File: config.mk
export PLATFORM = sky130hd
export DESIGN_NAME = pipe_hazard_ctrl
export DESIGN_NICKNAME = d
export VERILOG_FILES = /design/src/rtl/pipe_hazard_ctrl.sv
export SDC_FILE = /design/constraint.sdc
export NUM_CORES = 1
export LEC_CHECK = 0
export CAP_MARGIN = 20
export CORE_UTILIZATION = 34
export CTS_CLUSTER_SIZE = 16
export DETAILED_ROUTE_END_ITERATION = 16
export GPL_TIMING_DRIVEN = 0
export PLACE_DENSITY = 0.73
export SYNTH_ARGS = -nofsm -noshare
export SYNTH_HDL_FRONTEND = slang
export SYNTH_SLANG_ARGS = --single-unit
File: constraint.sdc
create_clock -name clk -period 1.8 [get_ports clk]
set_input_delay 0.36 -clock clk [delete_from_list [all_inputs] [get_ports clk]]
set_output_delay 0.36 -clock clk [all_outputs]
set_load 0.005 [all_outputs]
File: src/rtl/pipe_hazard_ctrl.sv
// Front-end hazard sequencer: load-use stalls, redirect flushes and syscall halt for PC, IF/ID and ID/EX.
// Optional HAZ_PERF_EN macro adds saturating stall/flush performance counters.
module pipe_hazard_ctrl #(
  parameter int FLUSH_CYCLES      = 2,
  parameter int LOAD_STALL_CYCLES = 1
) (
  input  logic       clk,
  input  logic       rst_n,
  input  logic [4:0] id_rs,
  input  logic [4:0] id_rt,
  input  logic       id_rs_used,
  input  logic       id_rt_used,
  input  logic       ex_memread,
  input  logic [4:0] ex_rd,
  input  logic       redirect,
  input  logic       halt_req,
  input  logic       go,
  output logic       pc_en,
  output logic       if_id_en,
  output logic       pc_clear,
  output logic       id_ex_bubble,
  output logic       halted,
  output logic [1:0] state
`ifdef HAZ_PERF_EN
  ,
  output logic [31:0] perf_stall_cnt,
  output logic [31:0] perf_flush_cnt
`endif
);

  if (FLUSH_CYCLES < 2 || FLUSH_CYCLES > 8) begin : g_bad_flush_cycles
    $error("pipe_hazard_ctrl: FLUSH_CYCLES must be in 2..8");
  end
  if (LOAD_STALL_CYCLES < 1 || LOAD_STALL_CYCLES > 7) begin : g_bad_stall_cycles
    $error("pipe_hazard_ctrl: LOAD_STALL_CYCLES must be in 1..7");
  end

  typedef enum logic [1:0] {
    S_RUN   = 2'd0,
    S_STALL = 2'd1,
    S_FLUSH = 2'd2,
    S_HALT  = 2'd3
  } state_t;

  // The accepting cycle (RUN/STALL) already drives one pc_clear or freeze cycle,
  // so the dedicated state only needs to cover the remaining N-1 cycles.
  localparam logic [2:0] FLUSH_RELOAD = 3'(FLUSH_CYCLES - 2);
  localparam logic [2:0] STALL_RELOAD = 3'(LOAD_STALL_CYCLES - 2);

  state_t     r_state;
  state_t     w_state_nxt;
  logic [2:0] r_cnt;
  logic [2:0] w_cnt_nxt;
  logic       w_hazard;
  logic       w_redir_acc;

  assign w_hazard = ex_memread && (ex_rd != 5'd0) &&
                    ((id_rs_used && (id_rs == ex_rd)) || (id_rt_used && (id_rt == ex_rd)));

  always_ff @(posedge clk or negedge rst_n) begin
    if (!rst_n) begin
      r_state <= S_RUN;
      r_cnt   <= 3'd0;
    end else begin
      r_state <= w_state_nxt;
      r_cnt   <= w_cnt_nxt;
    end
  end

  always_comb begin
    w_state_nxt  = r_state;
    w_cnt_nxt    = r_cnt;
    w_redir_acc  = 1'b0;
    pc_en        = 1'b1;
    if_id_en     = 1'b1;
    pc_clear     = 1'b0;
    id_ex_bubble = 1'b0;
    halted       = 1'b0;
    case (r_state)
      S_RUN: begin
        if (redirect) begin
          w_redir_acc = 1'b1;
        end else if (halt_req) begin
          pc_en       = 1'b0;
          if_id_en    = 1'b0;
          w_state_nxt = S_HALT;
        end else if (w_hazard) begin
          pc_en        = 1'b0;
          if_id_en     = 1'b0;
          id_ex_bubble = 1'b1;
          if (LOAD_STALL_CYCLES > 1) begin
            w_state_nxt = S_STALL;
            w_cnt_nxt   = STALL_RELOAD;
          end
        end
      end
      S_STALL: begin
        if (redirect) begin
          w_redir_acc = 1'b1;
        end else begin
          pc_en        = 1'b0;
          if_id_en     = 1'b0;
          id_ex_bubble = 1'b1;
          if (r_cnt == 3'd0) w_state_nxt = S_RUN;
          else               w_cnt_nxt   = r_cnt - 3'd1;
        end
      end
      S_FLUSH: begin
        // halt_req and hazards belong to wrong-path instructions here
        pc_clear     = 1'b1;
        id_ex_bubble = 1'b1;
        if (redirect)            w_redir_acc = 1'b1;
        else if (r_cnt == 3'd0)  w_state_nxt = S_RUN;
        else                     w_cnt_nxt   = r_cnt - 3'd1;
      end
      S_HALT: begin
        pc_en        = 1'b0;
        if_id_en     = 1'b0;
        id_ex_bubble = 1'b1;
        halted       = 1'b1;
        if (go) w_state_nxt = S_RUN;
      end
      default: w_state_nxt = S_RUN;
    endcase
    if (w_redir_acc) begin
      pc_en        = 1'b1;
      if_id_en     = 1'b1;
      pc_clear     = 1'b1;
      id_ex_bubble = 1'b1;
      w_state_nxt  = S_FLUSH;
      w_cnt_nxt    = FLUSH_RELOAD;
    end
  end

  assign state = r_state;

`ifdef HAZ_PERF_EN
  logic [31:0] r_perf_stall;
  logic [31:0] r_perf_flush;

  always_ff @(posedge clk or negedge rst_n) begin
    if (!rst_n) begin
      r_perf_stall <= 32'd0;
      r_perf_flush <= 32'd0;
    end else begin
      if (!pc_en && (r_state != S_HALT) && (r_perf_stall != 32'hFFFF_FFFF))
        r_perf_stall <= r_perf_stall + 32'd1;
      if (w_redir_acc && (r_perf_flush != 32'hFFFF_FFFF))
        r_perf_flush <= r_perf_flush + 32'd1;
    end
  end

  assign perf_stall_cnt = r_perf_stall;
  assign perf_flush_cnt = r_perf_flush;
`endif

endmodule
==> out/metrics.yaml, run 1 <==
status: "finished, violations left"
violations: "negative setup slack"
netlist_instances: 65
cts_root_buf: "clkbuf_4"
clockBufferDepth: 2
drt_wl_total_mm: 1.53
rsz0062_at_grt: "yes"
globalRouteMet3Util: 0.0302
drt_iter0_drc: 14
max_freq_ghz: 0.470
seq_power_share: 0.178
path_max_fanout: 3
slew_headroom: 0.838
start_kind: "register"
p_leak_nw: 0.449
syn_nets: 94
p_per_area_nw_per_um2: 1010
wl_per_cell_um: 12.6
routed_via_density: 4.85
seq_area_frac_synth: 0.228
p_int_mw: 0.628
finalCritPeriodShare: 1.18
grt_first_pass_wirelength_mm: 2.47
routabilityCongestion: 0.801
tightest_slew_ns: 0.241
ir_drop_uv: 658
drtPass1Iterations: 4
tns_ns: -0.831
synthFlopType: "dfrtp_1"
cp.arrival_ns: 1.77
combPwrFrac: 0.699
path_clk_slew_ns: 0.04
met1_usage: 0.226
netlist_area_um2: 548
synth_edf_count: 0
hold_class: "input port to asynchronous set/reset pin"
cts_buffers: 3
synth_area_per_cell_um2: 8.43
fp.dieH_um: 42.1
finalSetupViolCount: 5
drc: 0
core_area_um2: 1510
cp.required_ns: 1.44
num_antenna_cells: 0
final_util: 0.659
yosys_warnings: 0
overflow: 0
grt_use_met2: 0.300
cts_tree: "done"
total_power_mw: 1.00
final_max_slew_viol_count: 0
grt_pass1_vias: 567
dp_cells: 110
die_x_um: 42.1
end_kind: "output pin"
dp_hpwl_mm: 1.15
skew_ns: 0.00343
synth.distinct_cells: 27
nNetsFinal: 135
postRouteAntennaNets: 0
h-tree-depth: 1
clkPwrFrac: 0.123
die_area_um2: 1780
cts.sinks: 5
antenna_found_initial: 0
area_delta_synth_final_pct: 81.3
drive_gt1_frac: 0.381
ys_seq_elements: 5
final_cell_count_no_fill: 121
hold_viol: 0
ys_async_sr_fraction: 1.00
port-buffer-count: 29
num_io_pins: 30
drv_cap: 0
p_sw_mw: 0.373
start_util: 0.364
grt_max_degree: 11
num_vias: 587
switching_share: 0.372
period_needed_ns: 2.13
rows: 14
top_usage_layer: "met2"
worstSetupPathType: "register to output pin"
r2r_slack_ns: 0.16
dp_slack_ns: -1.00
setup_ws_ns: -0.327
grt_usage: 0.182
insertion_delay_ns: 0.23
[synthesized netlist by cell type, types with 2 or more instances]
cell type	n	area, um^2
xor2_1	8	70.1
inv_1	7	26.3
ha_1	6	75.1
nand2_1	6	22.5
a21oi_1	5	25.0
dfrtp_1	5	125
nand2b_1	4	25.0
xnor2_1	3	26.3
o22ai_1	2	12.5
or4_1	2	15.0
[routing by layer]
metal | wire length [um] | part of all wire
met5 | 0 | 0
met2 | 807 | 0.53
met4 | 0 | 0
met1 | 669 | 0.44
met3 | 50 | 0.033
[area by class of cell]
class / instances / area, um^2
multi-input combinational: 51 / 460
tap: 16 / 20.0
inverter: 7 / 26.3
clock buffer: 4 / 26.3
fill: 134 / 513
buffer: 2 / 18.8
sequential: 5 / 125
timing repair buffer: 36 / 317
[kinds of logic (layout without fill, tap and decap cells)]
| group | after synthesis | after routing | synth area share |
|---|---|---|---|
| buffers and inverters | 9 | 49 | 0.0708 |
| xor gates and xnor gates | 11 | 11 | 0.176 |
| muxes | 1 | 1 | 0.0183 |
| DFF | 5 | 5 | 0.228 |
| AOI/OAI and AO/OA | 15 | 15 | 0.183 |
| and+or+nand+nor | 18 | 18 | 0.187 |
| adders and majority gates | 6 | 6 | 0.137 |
[registers in the layout (all words and copies together) (netlist names)]
name / cells
state: 2
r_cnt: 3
[worst max-delay path: stages, from the launching register on]
cell and delay (ns):
dfrtp_1 0.42, buf_6 0.15, ha_4 0.15, or4_4 0.47
o22a_1 0.21, buf_2 0.13
[power groups by stage]
| stage | Clock [mW] | Sequential [mW] | Combinational, mW |
|---|---|---|---|
| 3_3_place_gp | 0 | 0.176 | 0.540 |
| 3_5_place_dp | 0 | 0.178 | 0.555 |
| 2_1_floorplan | 0 | 0.174 | 0.311 |
| 4_1_cts | 0.130 | 0.175 | 0.665 |
| 6_report | 0.123 | 0.178 | 0.699 |
| 5_1_grt | 0.142 | 0.182 | 0.782 |
[per-stage QoR]
step                      area (um^2)  hold slack, ns
final                             993           0.334
after global routing              993           0.337
after CTS                         977           0.333
after detailed placement          858           0.534
after global placement            858           0.517
after floorplan                   548          0.0644
[layout by cell type, fill, tap and decap left out, drive strengths merged]
cell type / count
nor3: 1
a31oi: 1
o22ai: 2
a21oi: 5
nand2b: 4
a22oi: 1
nand2: 6
dlygate4sd2: 2
xnor2: 3
dlymetal6s2s: 2
nor4: 2
a32oi: 1
dfrtp: 5
and2: 1
buf: 21
or4: 2
o21ai: 2
inv: 7
nor2b: 1
o22a: 1
nor2: 1
clkbuf: 6
o221ai: 1
ha: 6
mux2i: 1
xor2: 8
clkdlybuf4s15: 1
o32ai: 1
clkdlybuf4s50: 10
[worst paths after layout]
| check | end | depth (start not counted) | from |
|---|---|---|---|
| setup / recovery | id_ex_bubble | 5 | state[1] |
| max in group asynchronous | r_cnt[1] | 1 | rst_n |
| hold reg to reg | r_cnt[1] | 2 | r_cnt[1] |
| hold / removal | r_cnt[0] | 1 | rst_n |
| min in group clk | r_cnt[1] | 2 | r_cnt[1] |
| setup reg to reg | state[1] | 9 | state[0] |
[what timing repair did]
item,in CTS,in global routing
resized for setup,74,11
hold buffers,0,0
pin swaps,16,7
endpoints found under the setup margin,5,5
buffers inserted,6,1
Power figures use the tool's default switching activity.
==> run 2, diff against run 1 <==
--- a/config.mk
+++ b/config.mk
@@ -6,11 +6,12 @@
 export NUM_CORES = 1
 export LEC_CHECK = 0
 export CAP_MARGIN = 20
-export CORE_UTILIZATION = 34
+export CORE_UTILIZATION = 35
+export CTS_BUF_LIST = sky130_fd_sc_hd__clkbuf_2 sky130_fd_sc_hd__clkbuf_4 sky130_fd_sc_hd__clkbuf_8
 export CTS_CLUSTER_SIZE = 16
 export DETAILED_ROUTE_END_ITERATION = 16
 export GPL_TIMING_DRIVEN = 0
-export PLACE_DENSITY = 0.73
+export PLACE_DENSITY_LB_ADDON = 0.15
 export SYNTH_ARGS = -nofsm -noshare
 export SYNTH_HDL_FRONTEND = slang
 export SYNTH_SLANG_ARGS = --single-unit
==> run 2 against run 1 <==
Against the previous run: the run still ends with negative setup slack left; global-route usage fell by 0.20 points; via count grew 1.5%; design area shrank 2.0%; sequential cell count is the same; hold slack better by 0.0038 ns; total power shrank 2.9%; worst setup slack improved by 0.025 ns; first-iteration DRC count fell by 50%; clock power rose by 13%; die area shrank 2.7%; non-clock buffer count grew 1; largest cell class unchanged.
==> out/metrics.yaml, run 2 (synthesis gave the netlist of run 1 again) <==
setup_ws_ns: -0.303  # was -0.327 ns
drtPass1Iterations: 2  # was 4
drc: 0  # unchanged
slowest_stage: "or4_1"  # was or4_4
p_sw_mw: 0.368  # was 0.373 mW
rows: 13  # was 14
final_max_slew_viol_count: 0  # unchanged
port-buffer-count: 29  # unchanged
violations: "negative setup slack"  # unchanged
whs_ns: 0.338  # was 0.334 ns
hold_class: "input port to asynchronous set/reset pin"  # unchanged
grt_first_pass_wirelength_mm: 2.44  # was 2.47 mm
cts.sinks: 5  # unchanged
placed_area_um2: 857  # was 858 um^2
start_kind: "register"  # unchanged
status: "finished, violations left"  # unchanged
combPwrFrac: 0.684  # was 0.699
reg2reg_from: "state[0]"  # unchanged
num_vias: 596  # was 587
cts_buffers: 3  # unchanged
overflow: 0  # unchanged
period_needed_ns: 2.10  # was 2.13 ns
tns_ns: -0.521  # was -0.831 ns
grt_usage: 0.180  # was 0.182
fp.dieH_um: 41.6  # was 42.1 um
wl_per_cell_um: 11.6  # was 12.6 um
p_int_mw: 0.604  # was 0.628 mW
insertion_delay_ns: 0.24  # was 0.23 ns
crit_path_max_incr_delay_ns: 0.41  # was 0.47 ns
cts_root_buf: "clkbuf_4"  # unchanged
clkPwrFrac: 0.143  # was 0.123
num_antenna_cells: 0  # unchanged
cp.arrival_ns: 1.74  # was 1.77 ns
grt_max_degree: 11  # unchanged
cts_tree: "done"  # unchanged
start_util: 0.396  # was 0.364
final_cell_mix: "10 x buf_2, 9 x clkdlybuf4s50_1, 8 x buf_4"  # was 10 x clkdlybuf4s50_1, 8 x buf_6, 7 x buf_4
skew_ns: 0.00253  # was 0.00343 ns
dp_hpwl_mm: 1.08  # was 1.15 mm
ir_drop_uv: 654  # was 658 uV
cts_hold_buf: 0  # unchanged
p_per_area_nw_per_um2: 999  # was 1010 nW/um^2
nNetsFinal: 136  # was 135
grt_pass1_vias: 611  # was 567
seq_power_share: 0.173  # was 0.178
cp.required_ns: 1.44  # about the same
switching_share: 0.379  # was 0.372
mostFrequentLayoutCell: "buf_2"  # was clkdlybuf4s50_1
drv_cap: 0  # unchanged
drt_iter0_drc: 7  # was 14
worstSetupPathType: "register to output pin"  # unchanged
path_max_fanout: 4  # was 3
drive_gt1_frac: 0.368  # was 0.381
finalSetupViolCount: 3  # was 5
final_util: 0.704  # was 0.659
top_register: "r_cnt"  # unchanged
core_area_um2: 1380  # was 1510 um^2
h-tree-depth: 1  # unchanged
clockBufferDepth: 2  # unchanged
drt_wl_total_mm: 1.41  # was 1.53 mm
routed_via_density: 4.93  # was 4.85
rsz0062_at_grt: "yes"  # unchanged
p_leak_nw: 0.445  # was 0.449 nW
cp_top_family: "simple AND/OR/NAND/NOR gates"  # unchanged
slew_headroom: 0.827  # was 0.838
die_x_um: 41.6  # was 42.1 um
antenna_found_initial: 0  # unchanged
largest_reg_flops: 3  # unchanged
die_area_um2: 1730  # was 1780 um^2
postRouteAntennaNets: 0  # unchanged
tightest_slew_ns: 0.257  # was 0.241 ns
path_clk_slew_ns: 0.04  # about the same
finalCritPeriodShare: 1.17  # was 1.18
routabilityCongestion: 0.748  # was 0.801
crit_start: "state[1]"  # unchanged
hold_viol: 0  # unchanged
design_area_um2: 973  # was 993 um^2
path_cells: "buf_4, ha_1, or4_1, o22a_1, buf_2"  # was buf_6, ha_4, or4_4, o22a_1, buf_2
num_io_pins: 30  # unchanged
max_freq_ghz: 0.476  # was 0.470 GHz
end_kind: "output pin"  # unchanged
cp_num_buf_inv: 2  # unchanged
area_delta_synth_final_pct: 77.6  # was 81.3%
-- run 2: cell types whose count changed in the layout (fill, tap and decap cells not counted), sizes merged --
cell,before,now
buf,21,23
clkbuf,6,5
clkdlybuf4s15,1,2
clkdlybuf4s50,10,9
dlygate4sd2,2,3
dlymetal6s2s,2,1
-- run 2: power by group through the flow --
stage	Sequential (mW)	Combinational [mW]	Clock, mW
floorplan	0.174	0.311	0
global placement	0.176	0.538	0
detailed placement	0.178	0.556	0
CTS	0.164	0.622	0.146
global route	0.170	0.739	0.157
finish	0.168	0.665	0.139
-- run 2: timing repair --
item | 4_1_cts | 5_1_grt
pin swaps | 15 | 6
setup endpoints to repair | 5 | 5
buffers inserted | 5 | 3
gates resized for setup | 68 | 14
-- run 2: area by class of cell --
class	count	area, um^2
Timing Repair Buffer	37	309
Inverter	7	26.3
Fill cell	120	409
Sequential cell	5	125
Multi-Input combinational cell	51	445
Clock buffer	4	30.0
Buffer	2	18.8
Tap cell	15	18.8
-- run 2: metal layers --
metal,global-route usage,up-vias,part of all wire
met3,0.0435,2,0.041
li1,-,310,-
met2,0.309,21,0.52
met4,0.0774,0,0.011
met1,0.211,263,0.43
met5,0,-,0
-- run 2: path summary, 6_finish.rpt --
kind | to | slack (ns) | depth (start not counted)
max | id_ex_bubble | -0.30 | 5
min in group clk | r_cnt[1] | 0.51 | 2
min reg2reg | r_cnt[1] | 0.51 | 2
max reg2reg | state[1] | 0.07 | 9
min | state[1] | 0.34 | 1
max in group asynchronous | r_cnt[1] | 1.28 | 1
-- run 2: metrics by stage --
stage	total power, mW	worst slack [ns]	std cells
4_1_cts	0.932	-0.330	118
3_5_place_dp	0.733	-0.914	109
6_report	0.972	-0.303	121
3_3_place_gp	0.714	-0.910	109
5_1_grt	1.07	-0.345	121
2_1_floorplan	0.485	0.0198	65
